$ cat src/rtl/readout_sequencer.sv
// Frame sequencer for a linear image sensor: reset/transfer pulses, pixel clock burst with
// round-robin ADC starts, then sample-reset / integrate / sample-signal phases.
module readout_sequencer #(
  parameter int N_PIXELS    = 128,
  parameter int N_ADC       = 4,
  parameter int EXTRA_CLKS  = 5,
  parameter int CLK_HALF    = 15,
  parameter int T_SHORT     = 5,
  parameter int T_HOLD      = 2,
  parameter int T_SETUP     = 5,
  parameter int T_SHR_DELAY = 60,
  parameter int T_SHS_DELAY = 675,
  localparam int PIX_W      = (N_PIXELS > 1) ? $clog2(N_PIXELS) : 1,
  localparam int ADC_W      = (N_ADC > 1) ? $clog2(N_ADC) : 1
) (
  input  logic             clk,
  input  logic             reset,
  input  logic             running,
  input  logic             start,
  input  logic [31:0]      integ_cycles,
  output logic             INTG,
  output logic             IRST,
  output logic             SHS,
  output logic             SHR,
  output logic             STI,
  output logic             CLK,
  output logic [N_ADC-1:0] start_adc,
  output logic [PIX_W-1:0] pixel_index,
  output logic             busy,
  output logic             frame_done,
  output logic [15:0]      frame_count
);

  typedef enum logic [3:0] {
    IDLE, RST_PH, SETUP, READ, TAIL, SHR_PH, INTG_PH, SETTLE, SHS_PH, END
  } state_t;

  localparam logic [31:0] RST_LEN  = 32'(T_SHORT + T_HOLD);
  localparam logic [31:0] SHORT_L  = 32'(T_SHORT);
  localparam logic [31:0] SETUP_L  = 32'(T_SETUP);
  localparam logic [31:0] TAIL_L   = 32'(T_SHR_DELAY - CLK_HALF);
  localparam logic [31:0] SETTLE_L = 32'(T_SHS_DELAY);
  localparam logic [31:0] HALF_L   = 32'(CLK_HALF);
  localparam logic [31:0] PERIOD_L = 32'(2 * CLK_HALF);
  localparam logic [31:0] NPE_L    = 32'(N_PIXELS + EXTRA_CLKS);
  localparam logic [31:0] NPIX_L   = 32'(N_PIXELS);
  localparam logic [ADC_W-1:0] ADC_LAST = ADC_W'(N_ADC - 1);

  state_t             state_q, state_d;
  logic [31:0]        cnt_q, cnt_d;
  logic [31:0]        k_q, k_d;
  logic [31:0]        h_q, h_d;
  logic [31:0]        integ_q, integ_d;
  logic [31:0]        intg_len;
  logic [ADC_W-1:0]   adc_sel_q, adc_sel_d;
  logic [N_ADC-1:0]   start_adc_q, start_adc_d;
  logic [PIX_W-1:0]   pixel_index_q, pixel_index_d;
  logic [15:0]        frame_count_q, frame_count_d;
  logic               sti_q, sti_d, irst_q, irst_d, clk_q, clk_d;
  logic               shr_q, shr_d, intg_q, intg_d, shs_q, shs_d;
  logic               busy_q, busy_d, frame_done_q, frame_done_d;

  assign intg_len = (integ_q == '0) ? 32'd1 : integ_q;

  always_comb begin
    state_d       = state_q;
    cnt_d         = cnt_q + 32'd1;
    k_d           = k_q;
    h_d           = h_q;
    integ_d       = integ_q;
    adc_sel_d     = adc_sel_q;
    pixel_index_d = pixel_index_q;
    start_adc_d   = '0;
    frame_count_d = frame_count_q;

    if (state_q == RST_PH && cnt_q == '0) begin
      integ_d = integ_cycles;
    end

    // ADC start trails the pixel's CLK rising edge by one cycle
    if (state_q == READ && h_q == '0 && k_q < NPIX_L) begin
      start_adc_d[adc_sel_q] = 1'b1;
      pixel_index_d          = k_q[PIX_W-1:0];
      adc_sel_d              = (adc_sel_q == ADC_LAST) ? '0 : adc_sel_q + ADC_W'(1);
    end

    case (state_q)
      IDLE: begin
        cnt_d = '0;
        if (running || start) state_d = RST_PH;
      end
      RST_PH: if (cnt_q == RST_LEN - 32'd1) begin
        state_d = SETUP;
        cnt_d   = '0;
      end
      SETUP: if (cnt_q == SETUP_L - 32'd1) begin
        state_d   = READ;
        cnt_d     = '0;
        k_d       = '0;
        h_d       = '0;
        adc_sel_d = '0;
      end
      READ: begin
        cnt_d = '0;
        if (k_q == NPE_L - 32'd1 && h_q == HALF_L - 32'd1) begin
          state_d = TAIL;
        end else if (h_q == PERIOD_L - 32'd1) begin
          h_d = '0;
          k_d = k_q + 32'd1;
        end else begin
          h_d = h_q + 32'd1;
        end
      end
      TAIL: if (cnt_q == TAIL_L - 32'd1) begin
        state_d = SHR_PH;
        cnt_d   = '0;
      end
      SHR_PH: if (cnt_q == SHORT_L - 32'd1) begin
        state_d = INTG_PH;
        cnt_d   = '0;
      end
      INTG_PH: if (cnt_q == intg_len - 32'd1) begin
        state_d = SETTLE;
        cnt_d   = '0;
      end
      SETTLE: if (cnt_q == SETTLE_L - 32'd1) begin
        state_d = SHS_PH;
        cnt_d   = '0;
      end
      SHS_PH: if (cnt_q == SHORT_L - 32'd1) begin
        state_d = END;
        cnt_d   = '0;
      end
      END: if (cnt_q == SHORT_L) begin
        state_d = running ? RST_PH : IDLE;
        cnt_d   = '0;
      end
      default: begin
        state_d = IDLE;
        cnt_d   = '0;
      end
    endcase

    // Sensor lines are registered images of the state being entered
    sti_d        = (state_d == RST_PH) && (cnt_d < SHORT_L);
    irst_d       = (state_d == RST_PH);
    clk_d        = (state_d == READ) && (h_d < HALF_L);
    shr_d        = (state_d == SHR_PH);
    intg_d       = (state_d == INTG_PH);
    shs_d        = (state_d == SHS_PH);
    busy_d       = (state_d != IDLE);
    frame_done_d = (state_d == END) && (cnt_d == SHORT_L);
    if (frame_done_d) frame_count_d = frame_count_q + 16'd1;
  end

  always_ff @(posedge clk or posedge reset) begin
    if (reset) begin
      state_q       <= IDLE;
      cnt_q         <= '0;
      k_q           <= '0;
      h_q           <= '0;
      integ_q       <= '0;
      adc_sel_q     <= '0;
      start_adc_q   <= '0;
      pixel_index_q <= '0;
      frame_count_q <= '0;
      sti_q         <= 1'b0;
      irst_q        <= 1'b0;
      clk_q         <= 1'b0;
      shr_q         <= 1'b0;
      intg_q        <= 1'b0;
      shs_q         <= 1'b0;
      busy_q        <= 1'b0;
      frame_done_q  <= 1'b0;
    end else begin
      state_q       <= state_d;
      cnt_q         <= cnt_d;
      k_q           <= k_d;
      h_q           <= h_d;
      integ_q       <= integ_d;
      adc_sel_q     <= adc_sel_d;
      start_adc_q   <= start_adc_d;
      pixel_index_q <= pixel_index_d;
      frame_count_q <= frame_count_d;
      sti_q         <= sti_d;
      irst_q        <= irst_d;
      clk_q         <= clk_d;
      shr_q         <= shr_d;
      intg_q        <= intg_d;
      shs_q         <= shs_d;
      busy_q        <= busy_d;
      frame_done_q  <= frame_done_d;
    end
  end

  assign STI         = sti_q;
  assign IRST        = irst_q;
  assign CLK         = clk_q;
  assign SHR         = shr_q;
  assign INTG        = intg_q;
  assign SHS         = shs_q;
  assign start_adc   = start_adc_q;
  assign pixel_index = pixel_index_q;
  assign busy        = busy_q;
  assign frame_done  = frame_done_q;
  assign frame_count = frame_count_q;

endmodule

$ cat config.mk
export PLATFORM = sky130hd
export DESIGN_NAME = readout_sequencer
export DESIGN_NICKNAME = d
export VERILOG_FILES = /design/src/rtl/readout_sequencer.sv
export SDC_FILE = /design/constraint.sdc
export NUM_CORES = 1
export LEC_CHECK = 0
export BUFFER_PORTS_ARGS = -buffer_cell sky130_fd_sc_hd__buf_2
export CORE_MARGIN = 4
export CORE_UTILIZATION = 55
export CTS_CLUSTER_DIAMETER = 150
export DETAILED_ROUTE_END_ITERATION = 8
export MAX_ROUTING_LAYER = met4
export PLACE_DENSITY = 0.74
export SKIP_LAST_GASP = 1
export SLEW_MARGIN = 5
export SYNTH_ARGS = -nofsm -noshare
export SYNTH_HDL_FRONTEND = slang
export SYNTH_SLANG_ARGS = --single-unit
$ cat constraint.sdc
create_clock -name clk -period 13.2 [get_ports clk]
set_input_delay 1.32 -clock clk [delete_from_list [all_inputs] [get_ports clk]]
set_output_delay 1.32 -clock clk [all_outputs]
set_load 0.01 [all_outputs]
==> results_dict.tcl <==
set metrics [dict create \
    power_frac_clock_pct 46.8 \
    busiest_layer "met2" \
    ir_worst_vdd_v 0.0000782 \
    setup_viol 0 \
    cts_buffer_depth 2 \
    vias_per_cell 6.21 \
    synth_warnings 0 \
    synth.area.top_cells "dfrtp_1 41%, xor2_1 5.1%, nor2_1 4.7%" \
    io_pins 71 \
    cts.root.buffer_cell "clkbuf_16" \
    p_int_uw 825 \
    die_area_sq_mm 0.0211 \
    p_per_area_mw_per_mm2 94.3 \
    maxSlewViolCount 0 \
    synth_most_common_cell "dfrtp_1" \
    min_period_ns 5.09 \
    combinationalPowerShare_pct 3.6 \
    cts_buffers 17 \
    fin_cells 1422 \
    die_y_um 145 \
    tightest_slew_ns 0.954 \
    postSynthCellCount 1153 \
    maxCapViolCount 0 \
    core_area_sq_mm 0.0183 \
    hp-class "reg2reg" \
    drive_gt1_share_pct 15.1 \
    cts_sinks 169 \
    rsz0062_at_grt "false" \
    grt_pass1_wl_um 42300 \
    hold_buffers 0 \
    tns_ns 0 \
    firstDrtPassIters 6 \
    numPortBuffers 70 \
    path_clk_slew_ns 0.07 \
    met2_usage_pct 39.4 \
    cts_tree "done" \
    min_period_over_period_pct 38.6 \
    place_inst 1390 \
    cts_resized 0 \
    status "finished clean" \
    start_util_pct 56.8 \
    cp_data_arrival_time_ns 5.41 \
    power_frac_seq_pct 49.6 \
    rows 49 \
    crit_path_end_kind "register" \
    drc 0 \
    grt_remaining_overflow 0 \
    swShare_pct 23.2 \
    drt.antenna.violating_nets 0 \
    skew_ns 0.0130 \
    drt-total-wl_um 25300 \
    grt_max_degree 96 \
    synth_cell_types 71 \
    worstPathRequired_ns 13.52 \
    nFillCells 1558 \
    met3_usage_pct 4.27 \
    ys_async_sr_fraction_pct 100 \
    syn-cell-area_sq_mm 0.0104 \
    synth_top_area_share_pct 40.8 \
    die_w_um 145 \
    utilization_pct 62.3 \
    clk_latency_ns 0.44 \
    grtUsageTotal_pct 24.8 \
    avgSynthCellArea_sq_um 9.00 \
    switchingPower_uw 248 \
    slew-limit-headroom_pct 36.4 \
    ys_ff_latch 169 \
    post_cts_buffers 0 \
    hold_violations 0 \
    whs_ns 0.469 \
    syn2layout_area_growth_pct 9.71 \
    gp_congestion 1.00 \
    hpwlAfterDp_um 17900 \
    ys_seq_area_share_pct 40.8 \
    yosys.area.top_type "dfrtp_1" \
    fmax_ghz 0.196 \
    critical_path_class "reg2reg" \
    ys.flop_type "dfrtp_1" \
    critPathMaxFanout 47 \
    antenna_found_initial 0 \
    first_iter_violations 823 \
    syn_nets 1205 \
    synthTopCellsByCount "169 x dfrtp_1, 130 x nor2_1, 71 x nand2_1, 66 x nand3_1, 66 x o21ai_0" \
    htree_levels 4 \
    use_met1_pct 32.3 \
    wire_per_inst_um 17.8 \
    n_antenna_cell 0 \
    start_kind "register" \
    synth_edf_count 0 \
    layout.nets 1232 \
    p_leak_nw 4.74 \
    grt_pass1_vias 8329 \
    num_vias 8830 \
]
layout by cell type (no fill, tap or decap), types with 4 or more instances in the layout:
cell	Yosys	routed
mux2_2	38	38
a21oi_1	29	29
or4_1	7	7
a41oi_1	7	7
dfrtp_1	169	169
nor2b_1	5	5
or3_1	23	23
nand4_1	43	43
nand3_1	66	66
o31ai_1	17	17
nand2_1	71	71
or2_2	6	6
inv_1	33	32
nor3_1	41	41
buf_4	5	6
o22ai_1	4	4
ha_1	16	16
and2_1	14	14
xor2_1	60	60
nor4b_1	10	10
nor4_1	42	40
nand2b_1	5	5
clkbuf_16	0	17
buf_2	1	70
o21ai_0	66	64
and3_1	22	22
and4_1	9	9
nor3b_1	6	6
nor2_1	130	130
xnor2_1	55	55
mux2i_1	6	6
a31oi_1	14	14
nor4_2	7	9
flip-flops by register name, indices dropped and copies added, names as in the netlist, 2 cells and up:
signal	cells
start_adc	4
pixel_index	7
frame_count	16
h_q	32
state_q	4
k_q	32
adc_sel_q	2
integ_q	32
cnt_q	32
area by class of cell:
type / count / area (sq um) / area share, %
Clock inverter: 13 / 144 / 1.26
Sequential cell: 169 / 4230 / 37.2
Timing Repair Buffer: 76 / 395 / 3.47
Clock buffer: 19 / 443 / 3.89
Multi-Input combinational cell: 883 / 5760 / 50.6
Tap cell: 229 / 287 / 2.52
Inverter: 33 / 129 / 1.13
power by group through the flow:
| stage | Sequential (mW) | Combinational, mW | Clock, mW |
|---|---|---|---|
| global placement | 0.541 | 0.0387 | 0 |
| detailed placement | 0.541 | 0.0390 | 0 |
| finish | 0.532 | 0.0386 | 0.503 |
| floorplan | 0.538 | 0.0287 | 0 |
| global route | 0.533 | 0.0441 | 0.534 |
| CTS | 0.532 | 0.0394 | 0.511 |
kinds of logic (layout without fill, tap and decap cells):
group / Yosys count / after routing / synth area share, %
AO/OA/AOI/OAI: 183 / 183 / 11.4
XOR/XNOR: 115 / 115 / 9.71
adder cells (fa/ha/maj): 16 / 16 / 1.93
buffers and inverters: 101 / 141 / 3.99
flip-flops: 169 / 169 / 40.8
multiplexers: 45 / 45 / 4.85
AND/OR/NAND/NOR: 524 / 524 / 27.4
stage by stage:
stage | instance area (sq um) | power (mW) | setup WS (ns)
finish | 11400 | 1.07 | 8.11
global route | 11400 | 1.11 | 7.76
CTS | 11400 | 1.08 | 8.16
detailed placement | 10800 | 0.580 | 8.19
global placement | 10800 | 0.580 | 8.28
floorplan | 10400 | 0.567 | 7.30
final timing paths:
kind                                                   from                          end  slack, ns  depth (start not counted)
worst max register to register       integ_q[0]$_DFFE_PP0P_   frame_count[1]$_DFFE_PP0P_       8.11                         16
min in group asynchronous                             reset   pixel_index[1]$_DFFE_PP0P_       1.04                          2
worst min-delay path            frame_count[15]$_DFFE_PP0P_  frame_count[15]$_DFFE_PP0P_       0.47                          1
worst min register to register  frame_count[15]$_DFFE_PP0P_  frame_count[15]$_DFFE_PP0P_       0.47                          1
max in group asynchronous                             reset          cnt_q[23]$_DFF_PP0_      10.69                          3
worst max-delay path                 integ_q[0]$_DFFE_PP0P_   frame_count[1]$_DFFE_PP0P_       8.11                         16
per-layer routing:
metal  vias to the layer above  share of wire, %
met1                      4227                44
met3                        51               4.9
met4                         0               2.9
met5                         -                 0
li1                       4249                 -
met2                       303                48
worst max-delay path, stage by stage (launching register included):
cell	delay [ns]
dfrtp_1	0.45
nor4_1	0.59
nand4_1	0.32
nor3b_2	0.37
nor2_1	0.08
ha_1	0.30
nor2b_1	0.21
nand4_1	0.26
xnor2_1	0.16
nand3_1	0.09
a2111o_1	0.31
a2111o_1	0.44
or2_1	0.28
a21oi_4	0.15
buf_4	0.44
or3_4	0.24
mux2_4	0.29
Note: power is estimated with default switching activity, not from simulation.
